===== config.mk =====
export PLATFORM = sky130hd
export DESIGN_NAME = tick_period_monitor
export DESIGN_NICKNAME = d
export VERILOG_FILES = /design/src/rtl/tick_mon_pkg.sv /design/src/rtl/tick_interval_counter.sv /design/src/rtl/tick_period_monitor.sv
export SDC_FILE = /design/constraint.sdc
export NUM_CORES = 1
export LEC_CHECK = 0
export CAP_MARGIN = 20
export CELL_PAD_IN_SITES_DETAIL_PLACEMENT = 0
export CELL_PAD_IN_SITES_GLOBAL_PLACEMENT = 1
export CORE_MARGIN = 4
export CORE_UTILIZATION = 25
export CTS_BUF_LIST = sky130_fd_sc_hd__clkbuf_16
export CTS_CLUSTER_SIZE = 40
export DETAILED_ROUTE_END_ITERATION = 7
export PLACE_DENSITY = 0.65
export RECOVER_POWER = 25
export REMOVE_ABC_BUFFERS = 1
export SETUP_SLACK_MARGIN = 0.5
export SLEW_MARGIN = 20
export SYNTH_ARGS = -nofsm -noshare
export SYNTH_HDL_FRONTEND = slang
export SYNTH_SLANG_ARGS = --single-unit

===== constraint.sdc =====
create_clock -name clk -period 5 [get_ports clk]
set_input_delay 1 -clock clk [delete_from_list [all_inputs] [get_ports clk]]
set_output_delay 1 -clock clk [all_outputs]
set_load 0.01 [all_outputs]

===== src/rtl/tick_mon_pkg.sv =====
// Shared types and helpers for the tick period monitor: FSM state encoding and good-window bounds.
package tick_mon_pkg;

   typedef enum logic [1:0] {IDLE, ACQUIRE, LOCKED} tick_mon_state_t;

   localparam int ERR_CNT_W = 8;
   localparam int RUN_W     = 8;

   function automatic int win_lo(input int exp_period, input int tol);
      return exp_period - tol;
   endfunction

   function automatic int win_hi(input int exp_period, input int tol);
      return exp_period + tol;
   endfunction

endpackage


===== src/rtl/tick_interval_counter.sv =====
// Saturating cycle counter between ticks; presents the interval of the current cycle and flags a
// one-shot timeout (which marks the interval stale until the next tick re-references it).
module tick_interval_counter #(
   parameter int CNT_W       = 17,
   parameter int TIMEOUT_VAL = 65539
) (
   input  logic             clk,
   input  logic             reset,
   input  logic             tick_in,
   input  logic             arm,
   output logic [CNT_W-1:0] interval,
   output logic             timeout,
   output logic             stale
);

   localparam logic [CNT_W-1:0] CNT_MAX = '1;
   localparam logic [CNT_W-1:0] TO_VAL  = CNT_W'(TIMEOUT_VAL);

   logic [CNT_W-1:0] cnt;

   // Interval saturates with the counter instead of wrapping back to zero.
   assign interval = (cnt == CNT_MAX) ? CNT_MAX : cnt + CNT_W'(1);
   assign timeout  = arm && !tick_in && !stale && (interval == TO_VAL);

   always_ff @(posedge clk) begin
      if (reset) begin
         cnt   <= '0;
         stale <= 1'b0;
      end else begin
         if (tick_in)
            cnt <= '0;
         else if (cnt != CNT_MAX)
            cnt <= cnt + CNT_W'(1);

         if (tick_in)
            stale <= 1'b0;
         else if (timeout)
            stale <= 1'b1;
      end
   end

endmodule


===== src/rtl/tick_period_monitor.sv =====
// Qualifies a periodic tick: lock FSM, measured period, error pulse/count; outputs lag the tick by one cycle.
// Define TICK_MON_HIST_EN to build min/max tracking of judged intervals (otherwise tied to 0).
module tick_period_monitor
   import tick_mon_pkg::*;
#(
   parameter int CNT_W      = 17,
   parameter int EXP_PERIOD = 65536,
   parameter int TOL        = 2,
   parameter int LOCK_COUNT = 4,
   parameter int LOSS_COUNT = 2
) (
   input  logic                 clk,
   input  logic                 reset,
   input  logic                 tick_in,
   output logic [CNT_W-1:0]     period_out,
   output logic                 period_valid,
   output logic                 locked,
   output logic                 err_pulse,
   output logic [ERR_CNT_W-1:0] err_count,
   output logic [CNT_W-1:0]     period_min,
   output logic [CNT_W-1:0]     period_max
);

   localparam logic [CNT_W-1:0] WIN_LO = CNT_W'(win_lo(EXP_PERIOD, TOL));
   localparam logic [CNT_W-1:0] WIN_HI = CNT_W'(win_hi(EXP_PERIOD, TOL));
   localparam logic [RUN_W-1:0] LOCK_N = RUN_W'(LOCK_COUNT);
   localparam logic [RUN_W-1:0] LOSS_N = RUN_W'(LOSS_COUNT);

   tick_mon_state_t  state, state_nxt;
   logic [RUN_W-1:0] good_run, good_run_nxt, bad_run, bad_run_nxt;
   logic [CNT_W-1:0] interval;
   logic             timeout, stale;
   logic             report, judge, good, good_evt, bad_evt;

   tick_interval_counter #(
      .CNT_W       (CNT_W),
      .TIMEOUT_VAL (EXP_PERIOD + TOL + 1)
   ) u_cnt (
      .clk      (clk),
      .reset    (reset),
      .tick_in  (tick_in),
      .arm      (state != IDLE),
      .interval (interval),
      .timeout  (timeout),
      .stale    (stale)
   );

   // A tick after a timeout is reported but only re-references the counter.
   assign report   = tick_in && (state != IDLE);
   assign judge    = report && !stale;
   assign good     = (interval >= WIN_LO) && (interval <= WIN_HI);
   assign good_evt = judge && good;
   assign bad_evt  = (judge && !good) || timeout;
   assign locked   = (state == LOCKED);

   always_comb begin
      state_nxt    = state;
      good_run_nxt = good_run;
      bad_run_nxt  = bad_run;
      case (state)
         IDLE: begin
            if (tick_in) begin
               state_nxt    = ACQUIRE;
               good_run_nxt = '0;
            end
         end
         ACQUIRE: begin
            if (good_evt) begin
               good_run_nxt = good_run + RUN_W'(1);
               if (good_run_nxt == LOCK_N) begin
                  state_nxt   = LOCKED;
                  bad_run_nxt = '0;
               end
            end else if (bad_evt) begin
               good_run_nxt = '0;
            end
         end
         LOCKED: begin
            if (good_evt) begin
               bad_run_nxt = '0;
            end else if (bad_evt) begin
               bad_run_nxt = bad_run + RUN_W'(1);
               if (bad_run_nxt == LOSS_N) begin
                  state_nxt    = ACQUIRE;
                  good_run_nxt = '0;
               end
            end
         end
         default: state_nxt = IDLE;
      endcase
   end

   always_ff @(posedge clk) begin
      if (reset) begin
         state        <= IDLE;
         good_run     <= '0;
         bad_run      <= '0;
         period_out   <= '0;
         period_valid <= 1'b0;
         err_pulse    <= 1'b0;
         err_count    <= '0;
      end else begin
         state        <= state_nxt;
         good_run     <= good_run_nxt;
         bad_run      <= bad_run_nxt;
         period_valid <= report;
         err_pulse    <= bad_evt;
         if (report)
            period_out <= interval;
         if (bad_evt && (err_count != '1))
            err_count <= err_count + ERR_CNT_W'(1);
      end
   end

`ifdef TICK_MON_HIST_EN
   logic [CNT_W-1:0] min_q, max_q;

   always_ff @(posedge clk) begin
      if (reset) begin
         min_q <= '1;
         max_q <= '0;
      end else if (judge) begin
         if (interval < min_q) min_q <= interval;
         if (interval > max_q) max_q <= interval;
      end
   end

   assign period_min = min_q;
   assign period_max = max_q;
`else
   assign period_min = '0;
   assign period_max = '0;
`endif

endmodule


# [Yosys cells after proc, flatten, opt, wreduce, memory -nomap -nowiden]
# Cells that the tools add are included.
[totals] ff_bits=63 input_bits=3 output_inout_bits=62 word_cells=72
[op_classes] addsub=4 order_cmp=2 eq_ne=16 muxes=20 reduce_logical=21
[ops] cell="$mux 8" n=10
[ops] cell="$eq 17x17->1 const B" n=2
[ops] cell="$add 8x1->8 const B" n=3
[ops] cell="$pmux 8 s3" n=1
[ops] cell="$add 17x1->17 const B" n=1
[ops] cell="$ge 17x16->1 const B" n=1
[ops] cell="$le 17x17->1 const B" n=1
[ops] cell="$mux 17" n=1
[ops] cell="$ne 17x17->1 const B" n=1
[ops] cell="$pmux 8 s2" n=1
[ops] cell="$mux 2" n=6
[ops] cell="$reduce_and 6->1" n=2
[ops] cell="$logic_and 1x1->1" n=9
[ops] cell="$eq 8x2->1 const B" n=1
[ops] cell="$eq 8x3->1 const B" n=1
[ops] cell="$ne 2x2->1 const B" n=4
[ops] cell="$ne 8x8->1 const B" n=1
[ops] cell="$pmux 2 s3" n=1
[ops] cell="$ne 2x1->1 const B" n=2
[ops] cell="$reduce_and 4->1" n=1
[ops] cell="$reduce_bool 2->1" n=2
[ops] cell="$logic_not 1->1" n=3
[ops] cell="$ne 3x1->1 const B" n=1
[ops] cell="$ne 3x3->1 const B" n=1
[ops] cell="other kinds (6)" n=6

# [Depth between registers and ports, before layout]
[logic_depth] word_depth=10 mapped_depth=17 ltp_nobuf=14

# [By module]
# A second synthesis with hierarchy kept.
[unflattened] cells_unflattened=499 hier_area_um2=4032.6
[modules_own_cells] module="tick_period_monitor" instances=1 cells_per_inst=331 area_per_inst_um2=2648.8 seq_area_each_um2=900.9
[modules_own_cells] module="tick_interval_counter" instances=1 cells_per_inst=168 area_per_inst_um2=1383.8 seq_area_each_um2=360.3

# [Worst setup path before layout]
# OpenSTA, ideal clock, no wires.
[synth_path] kind="register to register" startpoint="reg u_cnt.cnt[0]" endpoint="reg bad_run[7]" setup_time_ns=0.122 arrival_time_ns=3.565 required_ns=4.878 slack_ns=1.313 stages_incl_launch_ff=17 path_buffers=2 period_less_slack_ns=3.687 path_cell_list="dfxtp_1 ha_1 nand3_2 buf_2 nor2_1 nand3_1 inv_1 ha_1 clkbuf_1 nor2_1 mux2_2 nor4_1 o211a_2 o211ai_4 a221oi_4 nor2_2 a221o_1"
[synth_via] elab_chain_len=9 elab_cells_between_ends=17 cone_classes="add/sub: 1; order compare: 2; eq/ne: 4; mux: 3; reduce/logical: 7"
[synth_lines] item="start, declared" line="tick_interval_counter.sv:19" rtl="logic [CNT_W-1:0] cnt;"
[synth_lines] item="start signal, assigned" line="tick_interval_counter.sv:33" rtl="cnt <= cnt + CNT_W'(1);"
[synth_lines] item="$add 17x1->17 or $eq 17x17->1 (tied branches)" line="tick_interval_counter.sv:22" rtl="assign interval = (cnt == CNT_MAX) ? CNT_MAX : cnt + CNT_W'(1);"
[synth_lines] item="$mux 17 *" line="tick_interval_counter.sv:22"
[synth_lines] item="$ge 17x16->1 or $le 17x17->1 (tied branches)" line="tick_period_monitor.sv:51" rtl="assign good = (interval >= WIN_LO) && (interval <= WIN_HI);"
[synth_lines] item="$logic_and 1x1->1" line="tick_period_monitor.sv:51"
[synth_lines] item="$logic_not 1->1" line="tick_period_monitor.sv:53" rtl="assign bad_evt = (judge && !good) || timeout;"
[synth_lines] item="$logic_and 1x1->1" line="tick_period_monitor.sv:53"
[synth_lines] item="$logic_or 1x1->1" line="tick_period_monitor.sv:53"
[synth_lines] item="$ne 3x1->1 (no line)"
[synth_lines] item="$reduce_and 4->1 (no line)"
[synth_lines] item="end signal, assigned" line="tick_period_monitor.sv:105" rtl="bad_run <= bad_run_nxt;"
[synth_lines] item="end, declared" line="tick_period_monitor.sv:30" rtl="logic [RUN_W-1:0] good_run, good_run_nxt, bad_run, bad_run_nxt;"
# Mark *: on every way between the ends. The rest lies on a longest branch, timed or not.
# A chain may end at the register's enable or synchronous reset.

# [Final worst setup path]
# Same ends and word-level chain as after synthesis.

==> results.py <==
metrics = {
    "logic_synthesis": {
        "synth_area_per_cell_um2": 8.481,
        "ys_warn_count": 0,
        "async_flop_share": 0,
        "ys_seq_elements": 63,
        "synth-edff-count": 0,
        "synth_seq_area_share": 0.3334,
        "ys_types": 65,
        "synth_area_mm2": 0.003782,
        "ys.flop_type": "dfxtp_1",
        "synthCells": 446,
    },
    "power": {
        "swShare": 0.3195,
        "leakage_uw": 0.001611,
        "power.density_mw_per_mm2": 374.4,
        "power_frac_seq": 0.360,
        "clkPwrFrac": 0.365,
        "p_comb_frac": 0.274,
        "irDropWorstVdd_mv": 0.2104,
        "switchingPower_uw": 522.2,
        "intPower_uw": 1112,
    },
    "clocking": {
        "cts_tree": "done",
        "cts-root-buf": "clkbuf_16",
        "post-cts-setup-buffers": 0,
        "clock_latency_ps": 340,
        "clk_pin_slew_ps": 50,
        "ctsHtreeMaxLevel": 3,
        "cts_buffers": 9,
        "clkSinkCount": 63,
        "cts_buffer_depth": 2,
    },
    "critical_path": {
        "criticalPathCategory": "reg -> reg",
        "r2r_end": "bad_run[7]$_SDFFE_PP0P_",
        "startpoint_type": "register",
        "rrSetupSlack_ps": 900,
        "cp_max_fo": 21,
        "rr_worst_depth": 14,
        "crit_arrival_ps": 4320,
        "r2r-start": "u_cnt.cnt[0]$_SDFFE_PP0N_",
        "critical_path.endpoint_type": "register",
        "required_ps": 5220,
    },
    "sta": {
        "tns_ps": 0,
        "rsz0062_at_grt": "no",
        "hold_viol": 0,
        "worst_slew_pin_slew_ps": 1810,
        "skew_ps": 5.021,
        "fmax_mhz": 243.9,
        "layout_min_cycle_time_ps": 4099,
        "slew_headroom": -0.2069,
        "setup_violations": 0,
        "min_period_over_period": 0.8199,
        "finalMaxSlewViolations": 37,
    },
    "detailed_routing": {
        "firstDrtPassIters": 4,
        "vias": 3120,
        "drc_errors": 0,
        "wl_per_cell_um": 13.65,
        "wirelength_um": 8968,
        "drtIter0Drc": 144,
        "ant_nets": 0,
        "via_per_inst": 4.749,
    },
    "finish": {
        "fin_cells": 657,
        "area_growth_syn_to_layout_pct": 15.42,
        "n_antenna_cell": 0,
        "fin_nets": 483,
        "drive_gt1_frac": 0.09091,
    },
    "run": {
        "maxCapViolCount": 1,
    },
    "grt": {
        "grt_pass1_vias": 3010,
        "antenna_found_initial": 0,
        "grt_pass1_wl_um": 14870,
        "grt_use_total": 0.1105,
        "gr-total-overflow": 0,
        "grt_start_max_net_pins": 37,
    },
    "floorplanning": {
        "pin_count": 65,
        "start_util": 0.2573,
        "row_count": 44,
        "die_height_um": 131,
        "die_w_um": 131,
        "die_area_mm2": 0.01716,
        "core_area_mm2": 0.01470,
    },
    "placement": {
        "gp_congestion": 0.8206,
        "port-buffer-count": 30,
        "dp_cells": 642,
        "place.detailed.hpwl_um": 6482,
    },
    "status": {
        "violations": "max-capacitance violations, max-slew violations",
        "status": "finished, violations left",
    },
    "hold_path": {
        "hp-start": "good_run[1]$_SDFFE_PP0P_",
        "min_path_cells": 2,
        "hold_class": "reg -> reg",
        "holdPathEnd": "good_run[1]$_SDFFE_PP0P_",
    },
}
[kinds of logic after synthesis]
kind of cell | share of synthesized area
simple gates | 0.2924
buf+inv | 0.1188
compound gates | 0.1419
flops | 0.3334
xor+xnor | 0.05326
fa+ha+maj | 0.03639
mux | 0.02282
other cells | 0.0009914
[cells in the mapped netlist (4+ instances only)]
library cell	instances	area share
o22ai_1	5	0.0083
nor2b_1	13	0.022
dfxtp_1	63	0.33
nor2_1	55	0.055
ha_1	11	0.036
buf_6	4	0.012
buf_2	4	0.0053
xnor2_1	15	0.035
a211o_1	4	0.0093
o21ai_0	10	0.013
nand3b_1	5	0.0099
nand3_1	15	0.020
nand4_1	15	0.025
a21oi_1	11	0.015
and3_1	5	0.0083
buf_4	36	0.071
a211oi_1	9	0.018
nand2_1	22	0.022
nor3_1	23	0.030
nor4_1	11	0.018
clkbuf_1	9	0.0089
mux2_2	5	0.015
o311ai_0	5	0.012
o31a_1	4	0.0093
inv_1	18	0.018
xor2_1	8	0.019
[power groups by stage]
stage | Sequential [uW] | Combinational (uW) | Clock, uW
2_1_floorplan | 617 | 263 | 0
3_3_place_gp | 600 | 467 | 0
3_5_place_dp | 602 | 466 | 0
4_1_cts | 592 | 469 | 619
5_1_grt | 597 | 503 | 630
6_report | 589 | 448 | 597
[registers in the layout (all words and copies together), names as in the netlist, 2 cells and up]
register,cells
state,2
period_out,17
good_run,8
bad_run,8
u_cnt.cnt,17
err_count,8
[routing by layer]
layer  global-route usage  share of wire  vias up
met2               0.1735           0.46       71
met1               0.1396           0.47     1472
met5                    0              0        -
li1                     -              -     1563
met3              0.03130          0.043       14
met4              0.05203          0.021        0
[worst max path at each step]
| stage | start | end | slack [ps] | depth (start not counted) |
|---|---|---|---|---|
| 5_1_grt | u_cnt.cnt[0]$_SDFFE_PP0N_ | bad_run[7]$_SDFFE_PP0P_ | 500 | 14 |
| 2_1_floorplan | u_cnt.cnt[0]$_SDFFE_PP0N_ | good_run[2]$_SDFFE_PP0P_ | 1020 | 14 |
| 4_1_cts | u_cnt.cnt[0]$_SDFFE_PP0N_ | bad_run[7]$_SDFFE_PP0P_ | 760 | 14 |
| 3_5_place_dp | u_cnt.cnt[0]$_SDFFE_PP0N_ | bad_run[7]$_SDFFE_PP0P_ | 770 | 14 |
| 6_report | u_cnt.cnt[0]$_SDFFE_PP0N_ | bad_run[7]$_SDFFE_PP0P_ | 900 | 14 |
| 3_3_place_gp | u_cnt.cnt[0]$_SDFFE_PP0N_ | bad_run[7]$_SDFFE_PP0P_ | 910 | 14 |
[what timing repair did]
action | in CTS | in global routing
resized for setup | 0 | 1
endpoints found under the setup margin | 0 | 15
hold buffers | 0 | 0
[placed cells by master, fill, tap and decap left out, drive strengths merged, types with 4 or more instances in the layout]
cell type,instances
nand3,17
nor2b,13
o22ai,5
dlygate4sd3,21
clkinv,5
nand3b,5
clkbuf,10
xnor2,15
dfxtp,63
xor2,8
a211oi,9
ha,11
mux2,5
nand2,22
nor4,13
o311ai,5
nor3,27
and3,5
a211o,4
clkdlybuf4s50,9
a21oi,11
o31a,4
conb,34
inv,18
nand4,19
nor2,57
o21ai,12
[metrics by stage]
step                hold WS, ps  cell area [um2]  setup WS [ps]    util  power, uW
finish                    478.5             4365          900.7  0.2970       1634
global route              511.7             4365          497.6  0.2970       1731
CTS                       487.0             4367          757.1  0.2971       1680
detailed placement        480.0             4089          768.0  0.2782       1069
global placement          462.8             4089          914.5  0.2782       1067
floorplan                 447.2             3528           1023       -      880.2
[area by class of cell]
type | instances | area [um2]
well taps | 184 | 230.2
fillers | 1537 | 10330
multi-input cells | 342 | 2198
clock inverters | 6 | 52.55
clock buffers | 9 | 225.2
flip-flops and latches | 63 | 1261
inverters | 19 | 71.32
repair buffers | 34 | 326.6
[critical path, stage by stage (launching register included)]
cell      delay [ps]
dfxtp_1          530
ha_1             330
nand3_2          270
nor2_1           180
nand3_1          110
inv_1             80
ha_2             420
nor2b_1           90
mux2_2           320
nor4_1           270
o211a_2          320
o211ai_4         120
a221oi_4         400
nor2_2           110
a221o_1          430
No activity file was read; power rests on OpenSTA's default activity.
==> RTL change: new RTL, config.mk and constraints unchanged <==
Change the package constant `ERR_CNT_W` from 8 to 12.
--- a/src/rtl/tick_mon_pkg.sv
+++ b/src/rtl/tick_mon_pkg.sv
@@ -4,5 +4,5 @@
    typedef enum logic [1:0] {IDLE, ACQUIRE, LOCKED} tick_mon_state_t;
 
-   localparam int ERR_CNT_W = 8;
+   localparam int ERR_CNT_W = 12;
    localparam int RUN_W     = 8;
 
Ports: changed (resized err_count); port bits go from 65 to 69. The function was not compared with the original's and may differ.
==> RTL change against the original RTL <==
Area after synthesis grew 5.7%; sequential cell count grew 4; worst setup slack lost 0.15 ns; wire length grew 11%; final area grew 7.9%; utilization grew 0.82 points.
Power is not compared: it rests on default switching activity, and its combinational part moved more than twofold at a synthesized area within 25%.
==> RTL change: results (changes against the original RTL) <==
Power
  – Tot Pwr: 1.44 mW

Timing
  – Final slew viol count: 0 (-100%)
  – Least-Margin Pin Slew: 1.00 ns (-0.809 ns)
  – Fin Clk Skew: 0.00779 ns (+0.00277 ns)

Detailed routing
  – DR iter-0 viols: 213 (+48%)
  – Post-Route WL: 9980 µm (+11%)
  – Via count: 3428 (+9.9%)

GRT
  – First-pass GRT wire length: 16100 µm (+8.4%)
  – Vias in the first global route: 3140 (+4.3%)
  – Pin count of the biggest net entering global routing: 23 (-38%)
  – Overall global routing resource usage: 11.0% (-0.089 points)

Cells and area
  – Layout cells sized above 1: 7.65% (-1.4 points)
  – Largest registers: period_out x17, u_cnt.cnt x17, err_count x12

Placed design
  – Setup WS pre-CTS: 0.482 ns (-0.286 ns)
  – Post-DP HPWL: 7090 µm (+9.4%)
  – Gpl congestion: 0.849 (+3.4%)

Synth
  – Area contributors post-synth: dfxtp_1 34%, buf_4 7.1%, nor2_1 4.6%, xnor2_1 3.7%, ha_1 3.4%
  – Synth top cells by count: 67 x dfxtp_1, 49 x nor2_1, 38 x buf_4
  – Seq/Total Area, Yosys: 33.5% (+0.20 points)

Setup path
  – Worst-path maximum fanout: 15 (-29%)
  – CP Data Arrival Time: 4.50 ns (+0.18 ns)
  – R2r endpoint: good_run[5]
  – Worst flop-to-flop path startpoint: u_cnt.cnt[1]
  – R2R cell count: 13 (-1)

Clocking
  – Clock transition at path regs: ~0.060 ns

Status
  – Outcome: finished clean

Min path
  – Hold_sp: good_run[7]
  – WHS Endpoint: good_run[7]
  – Min-Delay Path Class: reg2reg
  – Hold path depth: 1 (-1)
[RTL change: cell types whose count changed after synthesis, sizes merged, moves of 7 or more]
cell | before | now
nand4 | 19 | 7
o31ai | 2 | 13
nand3 | 17 | 24
or4 | 3 | 13
a2111oi | 0 | 10
buf | 45 | 53
a41oi | 0 | 7
o22ai | 5 | 12
nor4 | 13 | 6
nor3 | 27 | 16
nor2 | 57 | 49
nand2 | 22 | 12
[RTL change: what timing repair did]
| action | 4_1_cts | 5_1_grt |
|---|---|---|
| endpoints found under the setup margin | 5 | 17 |
| resized for setup | 1 | 5 |
| hold buffers | 0 | 0 |
| gates cloned | 0 | 0 |
| hold endpoints to repair | 0 | 0 |
[RTL change: worst max path at each step]
stage,end,slack (ns),cells past startpoint
floorplan,err_count[1],0.68,13
CTS,good_run[5],0.61,15
global route,good_run[3],0.53,13
detailed placement,good_run[7],0.48,15
global placement,good_run[3],0.61,15
finish,good_run[5],0.75,13
[RTL change: cell families (layout without fill, tap and decap cells)]
family / after synthesis / in the layout / share of synthesized area [%]
compound gates: 106 / 106 / 18.9
xor+xnor: 24 / 24 / 5.26
fa+ha+maj: 11 / 11 / 3.44
buf+inv: 84 / 73 / 12.1
flops: 67 / 67 / 33.5
mux: 9 / 9 / 2.28
other cells: 1 / 34 / 0.0938
simple gates: 173 / 173 / 24.4
[RTL change: layout make-up]
| cell class | count | area (µm²) |
|---|---|---|
| clock buffer | 9 | 225 |
| fill | 1597 | 10700 |
| clock inverter | 7 | 108 |
| timing repair buffer | 39 | 378 |
| sequential | 67 | 1340 |
| multi-input combinational | 357 | 2320 |
| inverter | 18 | 67.6 |
| tap | 211 | 264 |
[RTL change: metrics by stage]
step                      utilization, %  hold slack, ns  std cells  cell area [µm²]
after floorplan                        -           0.426        442             3710
after global placement              28.2           0.456        692             4350
after detailed placement            28.2           0.458        692             4350
after CTS                           30.4           0.468        708             4680
after global routing                30.5           0.505        708             4710
final                               30.5           0.471        708             4710
[RTL change: layer usage]
| layer | global-route usage [%] | share of wire, % | vias to the layer above |
|---|---|---|---|
| met1 | 14.9 | 49 | 1631 |
| li1 | - | - | 1717 |
| met3 | 2.01 | 4.3 | 8 |
| met2 | 16.6 | 45 | 72 |
| met5 | 0 | 0 | - |
| met4 | 5.43 | 1.6 | 0 |
[RTL change: worst max-delay path: stages, from the launching register on]
cell and delay (ns):
dfxtp_1 0.49, ha_1 0.34, nand3_4 0.16, nor4_2 0.39
nand3_1 0.16, inv_1 0.13, ha_4 0.24, nor2_1 0.07
mux2_2 0.29, nand2b_1 0.15, or4_4 0.63, a211oi_2 0.22
or4b_1 0.61, o31ai_1 0.27
